$ cat config.mk
export PLATFORM = sky130hd
export DESIGN_NAME = instruction_cache_controller
export DESIGN_NICKNAME = d
export VERILOG_FILES = /design/src/rtl/instruction_cache_controller_pkg.sv /design/src/rtl/instruction_cache_controller_line_store.sv /design/src/rtl/instruction_cache_controller.sv
export SDC_FILE = /design/constraint.sdc
export NUM_CORES = 1
export LEC_CHECK = 0
export BUFFER_PORTS_ARGS = -buffer_cell sky130_fd_sc_hd__clkbuf_2
export CAP_MARGIN = 20
export CORE_ASPECT_RATIO = 1.4
export CORE_MARGIN = 1
export CORE_UTILIZATION = 45
export DETAILED_ROUTE_END_ITERATION = 10
export PLACE_DENSITY = 0.58
export SYNTH_ARGS = -nofsm -noshare
export SYNTH_HDL_FRONTEND = slang
export SYNTH_HIERARCHICAL = 1
export SYNTH_SLANG_ARGS = --single-unit
$ cat constraint.sdc
create_clock -name clk_i -period 29.3 [get_ports clk_i]
set_input_delay 5.86 -clock clk_i [delete_from_list [all_inputs] [get_ports clk_i]]
set_output_delay 5.86 -clock clk_i [all_outputs]
set_load 0.005 [all_outputs]
$ cat src/rtl/instruction_cache_controller_pkg.sv
// Shared widths, FSM state type and word-select helper for the instruction cache.
`ifndef BUYRUK_ADRES_BIT
`define BUYRUK_ADRES_BIT 32
`endif
`ifndef BUYRUK_BLOK_BIT
`define BUYRUK_BLOK_BIT 128
`endif
`ifndef BUYRUK_KELIME_BIT
`define BUYRUK_KELIME_BIT 32
`endif
`ifndef BLOK_OFSET_BIT
`define BLOK_OFSET_BIT 4
`endif

package instruction_cache_controller_pkg;

   localparam int KELIME_SECIM_BIT = `BLOK_OFSET_BIT - 2;

   typedef enum logic [1:0] {
      BOSTA        = 2'd0,
      ARA          = 2'd1,
      BELLEK_BEKLE = 2'd2
   } durum_t;

   // Word 0 sits in the least significant 32 bits of the block.
   function automatic logic [`BUYRUK_KELIME_BIT-1:0] kelime_sec(
      input logic [`BUYRUK_BLOK_BIT-1:0] blok,
      input logic [KELIME_SECIM_BIT-1:0] kelime
   );
      return blok[kelime*`BUYRUK_KELIME_BIT +: `BUYRUK_KELIME_BIT];
   endfunction

endpackage

$ cat src/rtl/instruction_cache_controller_line_store.sv
// Direct-mapped line storage: data, tag and valid arrays with async read and one sync write port.
module instruction_cache_line_store
   import instruction_cache_controller_pkg::*;
#(
   parameter int SATIR_SAYISI = 8,
   parameter int INDIS_BIT    = $clog2(SATIR_SAYISI),
   parameter int ETIKET_BIT   = `BUYRUK_ADRES_BIT - `BLOK_OFSET_BIT - INDIS_BIT
)(
   input  logic                        clk_i,
   input  logic                        rst_i,
   input  logic [INDIS_BIT-1:0]        okuma_indis,
   output logic [`BUYRUK_BLOK_BIT-1:0] okuma_veri,
   output logic [ETIKET_BIT-1:0]       okuma_etiket,
   output logic                        okuma_gecerli,
   input  logic                        yazma_en,
   input  logic [INDIS_BIT-1:0]        yazma_indis,
   input  logic [`BUYRUK_BLOK_BIT-1:0] yazma_veri,
   input  logic [ETIKET_BIT-1:0]       yazma_etiket,
   input  logic                        temizle
);

   logic [`BUYRUK_BLOK_BIT-1:0] veri_dizi   [SATIR_SAYISI];
   logic [ETIKET_BIT-1:0]       etiket_dizi [SATIR_SAYISI];
   logic [SATIR_SAYISI-1:0]     gecerli_dizi;

   assign okuma_veri    = veri_dizi[okuma_indis];
   assign okuma_etiket  = etiket_dizi[okuma_indis];
   assign okuma_gecerli = gecerli_dizi[okuma_indis];

   always_ff @(posedge clk_i) begin
      if (yazma_en) begin
         veri_dizi[yazma_indis]   <= yazma_veri;
         etiket_dizi[yazma_indis] <= yazma_etiket;
      end
   end

   // A fill landing on the same edge as a flush keeps its own line valid.
   always_ff @(posedge clk_i) begin
      if (!rst_i) begin
         gecerli_dizi <= '0;
      end else begin
         if (temizle)
            gecerli_dizi <= '0;
         if (yazma_en)
            gecerli_dizi[yazma_indis] <= 1'b1;
      end
   end

endmodule

$ cat src/rtl/instruction_cache_controller.sv
// Direct-mapped read-only instruction cache; fills 128-bit lines over a block-read interface.
module instruction_cache_controller
   import instruction_cache_controller_pkg::*;
#(
   parameter int SATIR_SAYISI = 8
)(
   input  logic                         clk_i,
   input  logic                         rst_i,
   input  logic [`BUYRUK_ADRES_BIT-1:0] getir_istek_adres_i,
   input  logic                         getir_istek_gecerli_i,
   output logic                         getir_hazir_o,
   output logic [`BUYRUK_KELIME_BIT-1:0] getir_buyruk_o,
   output logic                         getir_buyruk_gecerli_o,
   input  logic                         onbellek_temizle_i,
   output logic [`BUYRUK_ADRES_BIT-1:0] denetleyici_okuma_istek_adres_o,
   output logic                         denetleyici_okuma_istek_gecerli_o,
   input  logic [`BUYRUK_BLOK_BIT-1:0]  denetleyici_okuma_veri_blok_i,
   input  logic                         denetleyici_okuma_istek_hazir_i
);

   localparam int INDIS_BIT  = $clog2(SATIR_SAYISI);
   localparam int ETIKET_BIT = `BUYRUK_ADRES_BIT - `BLOK_OFSET_BIT - INDIS_BIT;

   durum_t durum, durum_sonraki;

   logic [`BUYRUK_ADRES_BIT-1:0] adres_q;
   logic [ETIKET_BIT-1:0]        etiket;
   logic [INDIS_BIT-1:0]         indis;
   logic [KELIME_SECIM_BIT-1:0]  kelime;
   logic                         unused_bayt_bit;

   logic [`BUYRUK_BLOK_BIT-1:0]  satir_veri;
   logic [ETIKET_BIT-1:0]        satir_etiket;
   logic                         satir_gecerli;
   logic                         isabet;
   logic                         dolum;

   assign etiket          = adres_q[`BUYRUK_ADRES_BIT-1 -: ETIKET_BIT];
   assign indis           = adres_q[`BLOK_OFSET_BIT +: INDIS_BIT];
   assign kelime          = adres_q[`BLOK_OFSET_BIT-1:2];
   assign unused_bayt_bit = ^adres_q[1:0];

   instruction_cache_line_store #(
      .SATIR_SAYISI (SATIR_SAYISI),
      .INDIS_BIT    (INDIS_BIT),
      .ETIKET_BIT   (ETIKET_BIT)
   ) u_line_store (
      .clk_i         (clk_i),
      .rst_i         (rst_i),
      .okuma_indis   (indis),
      .okuma_veri    (satir_veri),
      .okuma_etiket  (satir_etiket),
      .okuma_gecerli (satir_gecerli),
      .yazma_en      (dolum),
      .yazma_indis   (indis),
      .yazma_veri    (denetleyici_okuma_veri_blok_i),
      .yazma_etiket  (etiket),
      .temizle       (onbellek_temizle_i)
   );

   // A flush sampled during lookup must not let a now-stale line hit.
   assign isabet = satir_gecerli && (satir_etiket == etiket) && !onbellek_temizle_i;
   assign dolum  = (durum == BELLEK_BEKLE) && denetleyici_okuma_istek_hazir_i;

   assign getir_hazir_o = (durum == BOSTA) && rst_i;

   always_ff @(posedge clk_i) begin
      if (!rst_i)
         durum <= BOSTA;
      else
         durum <= durum_sonraki;
   end

   always_comb begin
      durum_sonraki = durum;
      case (durum)
         BOSTA:        if (getir_istek_gecerli_i) durum_sonraki = ARA;
         ARA:          durum_sonraki = isabet ? BOSTA : BELLEK_BEKLE;
         BELLEK_BEKLE: if (denetleyici_okuma_istek_hazir_i) durum_sonraki = BOSTA;
         default:      durum_sonraki = BOSTA;
      endcase
   end

   always_ff @(posedge clk_i) begin
      if (durum == BOSTA && getir_istek_gecerli_i)
         adres_q <= getir_istek_adres_i;
   end

   always_ff @(posedge clk_i) begin
      if (!rst_i) begin
         getir_buyruk_o                    <= '0;
         getir_buyruk_gecerli_o            <= 1'b0;
         denetleyici_okuma_istek_gecerli_o <= 1'b0;
         denetleyici_okuma_istek_adres_o   <= '0;
      end else begin
         getir_buyruk_gecerli_o <= 1'b0;
         case (durum)
            ARA: begin
               if (isabet) begin
                  getir_buyruk_o         <= kelime_sec(satir_veri, kelime);
                  getir_buyruk_gecerli_o <= 1'b1;
               end else begin
                  denetleyici_okuma_istek_gecerli_o <= 1'b1;
                  denetleyici_okuma_istek_adres_o   <=
                     {adres_q[`BUYRUK_ADRES_BIT-1:`BLOK_OFSET_BIT], {`BLOK_OFSET_BIT{1'b0}}};
               end
            end
            BELLEK_BEKLE: begin
               // Forward the word straight from the incoming block; drop the request on the same edge.
               if (denetleyici_okuma_istek_hazir_i) begin
                  getir_buyruk_o                    <= kelime_sec(denetleyici_okuma_veri_blok_i, kelime);
                  getir_buyruk_gecerli_o            <= 1'b1;
                  denetleyici_okuma_istek_gecerli_o <= 1'b0;
               end
            end
            default: ;
         endcase
      end
   end

endmodule

=== Word-level counts from Yosys, hierarchy flattened ===
Memories as Yosys holds them, arrays and structs flattened. A register that Yosys moved wholly into a read port is not among the register bits.
Index checks and enable logic that the tools add are counted.

* Reductions and logical operators: 13
* Bitwise logic cells: 2
* Magnitude comparators: 2
* Equal/unequal tests: 7
* Shifts and indexed selects: 2
* Multiplexer cells: 24

{| class="wikitable"
|+ Operators with widths
! kind !! count
|-
| $shiftx 128x8->32 || 2
|-
| $mux 32 || 2
|-
| $pmux 32 s2 || 1
|-
| $eq 25x25->1 || 1
|-
| $mux 8 || 3
|-
| $mux 1 || 8
|-
| $ne 2x2->1 const B || 4
|-
| $or 8x8->8 || 1
|-
| $logic_and 1x1->1 || 6
|-
| $mux 2 || 3
|-
| $mux 3 || 2
|-
| $pmux 2 s3 || 1
|-
| $reduce_and 3->1 || 2
|-
| $lt 3x4->1 const B || 1
|-
| $pmux 1 s2 || 2
|-
| $reduce_and 2->1 || 2
|-
| $bmux 1 s3 || 1
|-
| $demux 1 s3 || 1
|-
| $ge 3x1->1 const B || 1
|-
| $eq 2x1->1 const B || 1
|-
| $eq 2x2->1 const B || 1
|-
| $logic_not 2->1 || 1
|-
| $reduce_bool 2->1 || 1
|-
| $logic_not 1->1 || 1
|-
| $not 1->1 || 1
|}

* Memories kept: 2
* Register bits after elaboration: 104
* Word-level logic and storage cells: 59
* Memory bits (writable): 1224
* Input port bits: 165
* Output and inout bits: 67

{| class="wikitable"
|+ Memory list
! name !! words !! bits a word !! rd ports !! clocked after Yosys merged registers in !! wr ports !! RTL line !! RTL
|-
| u_line_store.veri_dizi || 8 || 128 || 1 || 1 || 1 || instruction_cache_controller_line_store.sv:22 || <nowiki>logic [`BUYRUK_BLOK_BIT-1:0] veri_dizi [SATIR_SAYISI];</nowiki>
|-
| u_line_store.etiket_dizi || 8 || 25 || 1 || 1 || 1 || instruction_cache_controller_line_store.sv:23 || <nowiki>logic [ETIKET_BIT-1:0] etiket_dizi [SATIR_SAYISI];</nowiki>
|}

=== Longest topological paths before layout ===
Gate-level depths: netlist of the first run.

* Depth after elaboration: 6
* Gate-level depth with buffers: 11
* Depth with buffers taken out: 7

=== Modules after synthesis ===
The synthesis of the first run kept the hierarchy.

{| class="wikitable"
|+ Modules (own cells, without submodules)
! module !! cells each !! times used !! area each (um2) !! seq. area each (um2)
|-
| instruction_cache_line_store || 1807 || 1 || 46263.1 || 36915.4
|-
| instruction_cache_controller || 447 || 1 || 5641.7 || 2182.1
|}

=== Least setup slack after synthesis of the first run ===
No wires, ideal clock.

* Kind: input port to flip-flop
* Start point: input denetleyici_okuma_istek_hazir_i
* End point: register u_line_store.gecerli_dizi[0]
* Arrival: 22.945 ns
* Cell stages on the path: 4
* Buffers on the path: 0
* Path slack: 6.226 ns
* Required time: 29.171 ns
* Setup time: 0.129 ns
* Path through: nand2_1 -> inv_1 -> nor4b_1 -> o21a_1

* Cells in the longest elaborated chain, start to end: 2

{| class="wikitable"
|+ RTL lines
! what !! RTL line !! RTL
|-
| start: declaration || instruction_cache_controller.sv:18 || <nowiki>input logic denetleyici_okuma_istek_hazir_i</nowiki>
|-
| $logic_and 1x1->1 || instruction_cache_controller.sv:63 || <nowiki>assign dolum = (durum == BELLEK_BEKLE) && denetleyici_okuma_istek_hazir_i;</nowiki>
|-
| net dolum || instruction_cache_controller.sv:36 || <nowiki>logic dolum;</nowiki>
|-
| $mux 8 || instruction_cache_controller_line_store.sv:44 || <nowiki>if (yazma_en)</nowiki>
|-
| end signal: assignment || instruction_cache_controller_line_store.sv:40 || <nowiki>gecerli_dizi <= '0;</nowiki>
|-
| end signal: assignment || instruction_cache_controller_line_store.sv:43 || <nowiki>gecerli_dizi <= '0;</nowiki>
|-
| end signal: indexed assignment || instruction_cache_controller_line_store.sv:45 || <nowiki>gecerli_dizi[yazma_indis] <= 1'b1;</nowiki>
|-
| end: declaration || instruction_cache_controller_line_store.sv:24 || <nowiki>logic [SATIR_SAYISI-1:0] gecerli_dizi;</nowiki>
|}

The timed path passes the listed nets, and every way through them passes these cells.
A chain may end at the register's enable or synchronous reset.

=== Worst setup path in the final report of the first run ===
* Start point: input rst_i
* End point: output getir_hazir_o

* Cells in the longest elaborated chain, start to end: 1

{| class="wikitable"
|+ RTL lines
! what !! RTL line !! RTL
|-
| start: declaration || instruction_cache_controller.sv:8 || <nowiki>input logic rst_i,</nowiki>
|-
| $logic_and 1x1->1 || instruction_cache_controller.sv:65 || <nowiki>assign getir_hazir_o = (durum == BOSTA) && rst_i;</nowiki>
|-
| end: declaration || instruction_cache_controller.sv:11 || <nowiki>output logic getir_hazir_o,</nowiki>
|}

Every way passes these cells.

==> summary.txt, run 1 <==
outcome = finished clean
worst-path cell with the longest stage delay = buf_4
vias = 23,700
most common cell after layout, fill and taps aside = edfxtp_1
Die Height = 404 microns
Power Density = 68.7 nW/um^2
Rel. slew slack = 0.266
largest area contributor in the synthesized netlist = edfxtp_1
postcts setup bufs = 0
mux cell area share after synthesis = 0.206
Die X = 289 microns
Setup TNS Final = 0 ns
I/O pin cnt = 232
Mapped Avg Cell Area = 23.0 sq um
top cells by area, synth = edfxtp_1 (73%), mux4_2 (16%), mux2_2 (3.3%)
sequential cell area = 39,100 sq um
full die area = 117,000 sq um
first-pass GRT wire length = 172,000 microns
CTS Hold Bufs = 0
hold path startpoint = denetleyici_okuma_istek_adres_o[23]
Sink Count = 1,326
area share of the largest cell type after synthesis = 0.725
Final min period = 12.35 ns
Final Cell Area = 58,900 sq um
Worst setup SP type = input port
Crit Path Max Fanout = 22
PortBufs = 225
sequential power share = 0.523
Hold Vio Cnt, Final = 0
antenna-violating nets left = 0
post-detail-place hpwl = 61,600 microns
leakage power = 18.9 nW
post-synthesis compound-gate area fraction = 0.00955
switching power = 0.873 mW
fin util = 0.514
Fmax achieved = 80.9 MHz
Initial DRC Count = 1,823
largest net degree at the start of global routing = 147
floorplan row count = 147
Total GRT Usage = 0.206
CORE AREA = 115,000 sq um
Synth Area in Simple Gates = 0.0112
synth warn = 6
CTS tree = built
worst path bufs/invs = 3
Pint = 3.17 mW
Max-Cap Viols = 0
# resized after CTS = 0
Met3 Wirelength = 5620 microns
gr ovfl total = 0
Initial Util = 0.453
sequential-to-total area share from yosys stat = 0.753
Min-Delay Path Class = flip-flop to flip-flop
vias in the first global route = 25,800
Slew Viols, Final = 0
# setup viols final = 0
Adder-Cell Fraction of Synth Area = 0.000723
Layout area overhead = 13.4%
share of layout cells above drive strength 1 = 0.385
FF+latch count, synth = 1,326
ys async rst share = 0
Residual DRC = 0
clk_lat worst skew = 0.75 ns
area of the multi-input gates = 12,200 sq um
nets@finish = 2,697
Clk pwr share = 0.403
combinational power share = 0.073
slowest stage delay, CP = 0.23 ns
CTS root buffer = clkbuf_16
crit path launch = rst_i
Sw Ratio = 0.216
initial antenna violation count = 19
RePlAce Congestion = 0.718
cell count after synthesis = 2,254
part of the cycle the worst path needs = 0.422
critical path required time = 23.44 ns
dominant synthesized flop cell = edfxtp_1
met1 WL = 47,200 microns
Worst-path clk slew = 0.06 ns
top sig layer = met5
critical path cell sequence = buf_4, inv_1, nor2_1, clkbuf_2
RSZ-0062 raised after global routing = false
IR drop worst, VDD = 0.0596 mV
htree depth = 4
Worst-Margin Slew = 1.10 ns
CP Capture Type = primary output
drt pass-1 iters = 5
length of routed met2 wiring = 61,200 microns
Num CTS Buffers = 132
DR vias/cell = 5.75
WL/cell = 28.4 microns
XOR/XNOR Fraction of Synth Area = 0.00422
WL final = 117,000 microns
Final Skew = 0.0273 ns
Post-synth EDFFs = 1,254
worst r2r src = adres_q[4]
# fillers = 9,044
main combinational cell family by area after synthesis = multiplexers
most frequent cells in the layout = edfxtp_1 (1,254), mux4_2 (372), clkbuf_2 (224)
Netlist Area Pre-Place = 51,900 sq um
Max Root-Sink Buffers = 3
Crit Path Category = input port to primary output
dpl cell area = 54,700 sq um
crit path DAT = 6.49 ns
number of distinct library cells after synthesis = 43
cell family with most CP delay = buffers and inverters
==> registers in the layout, indices dropped and copies added (netlist names) <==
register,count
adres_q,30
u_line_store/etiket_dizi,200
u_line_store/veri_dizi,1024
denetleyici_okuma_istek_adres_o,28
denetleyici_okuma_istek_gecerli_o,1
durum,2
u_line_store/gecerli_dizi,8
getir_buyruk_gecerli_o,1
getir_buyruk_o,32
==> kinds of logic (layout without fill, tap and decap cells) <==
group,Yosys count,count (layout)
DFF,1326,1326
buffers and inverters,141,518
and+or+nand+nor,121,121
adders and majority gates,3,3
xor gates and xnor gates,25,25
muxes,586,586
AOI/OAI and AO/OA,51,51
other,1,6
==> worst min-delay path: cells and delay by family (launching register included) <==
| family | cells | cell delay (ns) |
|---|---|---|
| DFF | 1 | 0.31 |
| muxes | 1 | 0.05 |
| and+or+nand+nor | 1 | 0.05 |
==> power groups by stage <==
stage | Sequential (mW) | Clock [mW] | Combinational (mW)
6_report | 2.12 | 1.63 | 0.297
5_1_grt | 2.12 | 1.74 | 0.320
4_1_cts | 2.12 | 1.67 | 0.305
3_5_place_dp | 2.16 | 0 | 0.304
3_3_place_gp | 2.16 | 0 | 0.298
2_1_floorplan | 2.15 | 0 | 0.198
==> Yosys cell counts (11+ instances only) <==
cell      count
buf_2        49
buf_6        20
clkbuf_1     49
dfxtp_1      72
edfxtp_1   1254
inv_1        11
mux2_2      154
mux2i_1      60
mux4_2      372
nand2_1      90
o221a_1      13
o221a_2      19
xnor2_1      13
xor2_1       12
==> worst paths after layout <==
check,to,slack [ns],cells past startpoint
setup reg to reg,getir_buyruk_o[31],23.63,10
hold reg to reg,denetleyici_okuma_istek_adres_o[23],0.46,2
setup / recovery,getir_hazir_o,16.95,4
hold / removal,denetleyici_okuma_istek_adres_o[23],0.46,2
==> through the flow <==
step | power, mW | hold WS [ns] | std cells | setup WS (ns)
after global routing | 4.18 | 0.472 | 4126 | 16.90
final | 4.04 | 0.457 | 4126 | 16.95
after detailed placement | 2.46 | 0.447 | 3885 | 16.95
after floorplan | 2.35 | 0.451 | 2257 | 6.23
after global placement | 2.45 | 0.444 | 3885 | 16.93
after CTS | 4.09 | 0.462 | 4124 | 16.94
==> layout make-up <==
type	instances	area share
Multi-Input combinational cell	790	0.206
Antenna cell	2	0.0000850
Tap cell	1490	0.0317
Inverter	11	0.00121
Clock inverter	67	0.00912
Clock buffer	172	0.0618
Sequential cell	1326	0.664
Timing Repair Buffer	268	0.0255
==> routing by layer <==
| metal | vias to the layer above | global-route usage |
|---|---|---|
| met2 | 551 | 0.353 |
| met4 | 18 | 0.0662 |
| met5 | - | 0 |
| li1 | 10100 | - |
| met1 | 12900 | 0.261 |
| met3 | 182 | 0.0410 |
No activity file was read; power rests on OpenSTA's default activity.
==> run 2: changes to the inputs <==
- clock period: 29.3 -> 12.95 ns (I/O delays scaled with it)
==> run 2 against run 1 <==
Flip-flop and latch count is the same. Clock skew grew 0.0018 ns. Non-clock buffer count fell by 2. Utilization is 0.19 points higher. Clock power increased by 130%. Via count hardly changed. Routed wire length shrank 0.95%. Setup slack worse by 10 ns. Critical path type unchanged.
==> summary.txt, run 2 (synthesis results as in run 1) <==
switching power = 1.95 mW (was 0.873 mW)
RePlAce Congestion = 0.706 (was 0.718)
largest net degree at the start of global routing = 163 (was 147)
Clk pwr share = 0.412 (was 0.403)
Crit Path Category = input port to primary output (unchanged)
WL final = 116,000 microns (was 117,000 microns)
Sink Count = 1,326 (unchanged)
Worst Hold Slack = 0.457 ns (about the same)
overall power = 9.28 mW (was 4.04 mW)
Residual DRC = 0 (unchanged)
worst path bufs/invs = 3 (unchanged)
Rel. slew slack = 0.211 (was 0.266)
area of the multi-input gates = 12,200 sq um (about the same)
Initial DRC Count = 1,720 (was 1,823)
most frequent cells in the layout = edfxtp_1 (1,254), mux4_2 (372), clkbuf_2 (224) (unchanged)
share of layout cells above drive strength 1 = 0.386 (was 0.385)
# fillers = 9,015 (was 9,044)
CP Capture Type = primary output (unchanged)
antenna-violating nets left = 0 (unchanged)
postcts setup bufs = 0 (unchanged)
Num CTS Buffers = 133 (was 132)
dpl cell area = 54,700 sq um (about the same)
top flop regs = u_line_store/veri_dizi x1024, u_line_store/etiket_dizi x200, getir_buyruk_o x32 (unchanged)
Slew Viols, Final = 0 (unchanged)
RSZ-0062 raised after global routing = false (unchanged)
Final Skew = 0.0291 ns (was 0.0273 ns)
crit path DAT = 3.76 ns (was 6.49 ns)
CORE AREA = 115,000 sq um (unchanged)
Worst-path clk slew = 0.06 ns (about the same)
Levels on crit path = 4 (unchanged)
CTS root buffer = clkbuf_16 (unchanged)
DR vias/cell = 5.75 (about the same)
Initial Util = 0.453 (unchanged)
Die X = 289 microns (unchanged)
most used routing layer = met2 (unchanged)
fin util = 0.516 (was 0.514)
sequential cell area = 39,100 sq um (unchanged)
first-pass GRT wire length = 170,000 microns (was 172,000 microns)
Largest Register = u_line_store/veri_dizi (unchanged)
# resized after CTS = 0 (unchanged)
Worst setup SP type = input port (unchanged)
worst r2r path cells = 9 (was 10)
outcome = finished clean (unchanged)
met3 Use GR = 0.0422 (was 0.0410)
hold path startpoint = denetleyici_okuma_istek_adres_o[12] (was denetleyici_okuma_istek_adres_o[23])
initial antenna violation count = 29 (was 19)
Worst-Margin Slew = 1.18 ns (was 1.10 ns)
worst r2r src = adres_q[4] (unchanged)
Hold Vio Cnt, Final = 0 (unchanged)
Final Cell Area = 59,100 sq um (was 58,900 sq um)
clk_lat worst skew = 0.75 ns (about the same)
Final min period = 6.35 ns
nets@finish = 2,696 (was 2,697)
worst-path cell with the longest stage delay = nor2_1 (was buf_4)
Pint = 7.33 mW (was 3.17 mW)
I/O pin cnt = 232 (unchanged)
Max Root-Sink Buffers = 3 (unchanged)
Layout area overhead = 13.8% (was 13.4%)
sequential power share = 0.516 (was 0.523)
Min-Delay Path Class = flip-flop to flip-flop (unchanged)
critical path cell sequence = buf_4, inv_1, nor2_1, clkbuf_2 (unchanged)
most common cell after layout, fill and taps aside = edfxtp_1 (unchanged)
crit path launch = rst_i (unchanged)
Fmax achieved = 157 MHz
# setup viols final = 0 (unchanged)
Crit Path Max Fanout = 36 (was 22)
CTS Hold Bufs = 0 (unchanged)
WL/cell = 28.2 microns (was 28.4 microns)
drt pass-1 iters = 7 (was 5)
vias = 23,700 (about the same)
max reg flops = 1,024 (unchanged)
htree depth = 4 (unchanged)
IR drop worst, VDD = 0.181 mV (was 0.0596 mV)
gr ovfl total = 0 (unchanged)
Die Height = 404 microns (unchanged)
post-detail-place hpwl = 60,600 microns (was 61,600 microns)
full die area = 117,000 sq um (unchanged)
vias in the first global route = 25,500 (was 25,800)
met1 usage = 0.267 (was 0.261)
slowest stage delay, CP = 0.44 ns (was 0.23 ns)
Cells on Worst Hold Path = 2 (unchanged)
Max-Cap Viols = 0 (unchanged)
Power Density = 157 nW/um^2 (was 68.7 nW/um^2)
combinational power share = 0.073 (about the same)
GR Layer Usage met2 = 0.342 (was 0.353)
cell family with most CP delay = buffers and inverters (unchanged)
critical path required time = 10.36 ns (was 23.44 ns)
Sw Ratio = 0.210 (was 0.216)
PortBufs = 225 (unchanged)
floorplan row count = 147 (unchanged)
leakage power = 19.0 nW (was 18.9 nW)
part of the cycle the worst path needs = 0.490
CTS tree = built (unchanged)
Total GRT Usage = 0.203 (was 0.206)
flop-to-flop setup slack = 8.01 ns (was 23.63 ns)
[run 2: cell count changes in the layout (fill, tap and decap cells not counted), sizes merged]
cell | previous run | this run
buf | 44 | 42
bufinv | 6 | 11
clkbuf | 396 | 400
clkinv | 54 | 42
clkinvlp | 1 | 3
diode | 2 | 4
inv | 17 | 15
[run 2: worst paths after layout]
check,to
worst max-delay path,getir_hazir_o
worst min-delay path,denetleyici_okuma_istek_adres_o[12]
worst min register to register,denetleyici_okuma_istek_adres_o[12]
worst max register to register,getir_buyruk_o[18]
[run 2: per-stage QoR]
step,TNS (ns),setup slack [ns],instances
3_3_place_gp,0,6.65,3882
6_report,0,6.60,4123
4_1_cts,0,6.63,4118
3_5_place_dp,0,6.64,3882
5_1_grt,0,6.58,4121
2_1_floorplan,-1655.49,-5.47,2257
[run 2: power by group through the flow]
stage	clock, mW	combinational (mW)	sequential, mW
floorplan	0	0.448	4.87
global placement	0	0.675	4.87
detailed placement	0	0.688	4.87
CTS	3.91	0.689	4.78
global route	4.07	0.726	4.79
finish	3.82	0.674	4.78
[run 2: tightest hold or removal path, cell delays in order, from the launching register on]
cell	delay, ns
dfxtp_1	0.31
nand2_1	0.05
mux2i_1	0.05
[run 2: layout make-up]
class,count,share of cell area
Tap cell,1490,0.0315
Inverter,11,0.00121
Sequential cell,1326,0.662
Antenna cell,4,0.000169
Multi-Input combinational cell,790,0.206
Clock inverter,60,0.00985
Timing Repair Buffer,266,0.0259
Clock buffer,176,0.0638
[run 2: metal layers]
metal,up-vias,share of wire
met5,-,0.0015
met4,26,0.020
met3,186,0.057
met2,617,0.52
met1,12800,0.40
li1,10100,-
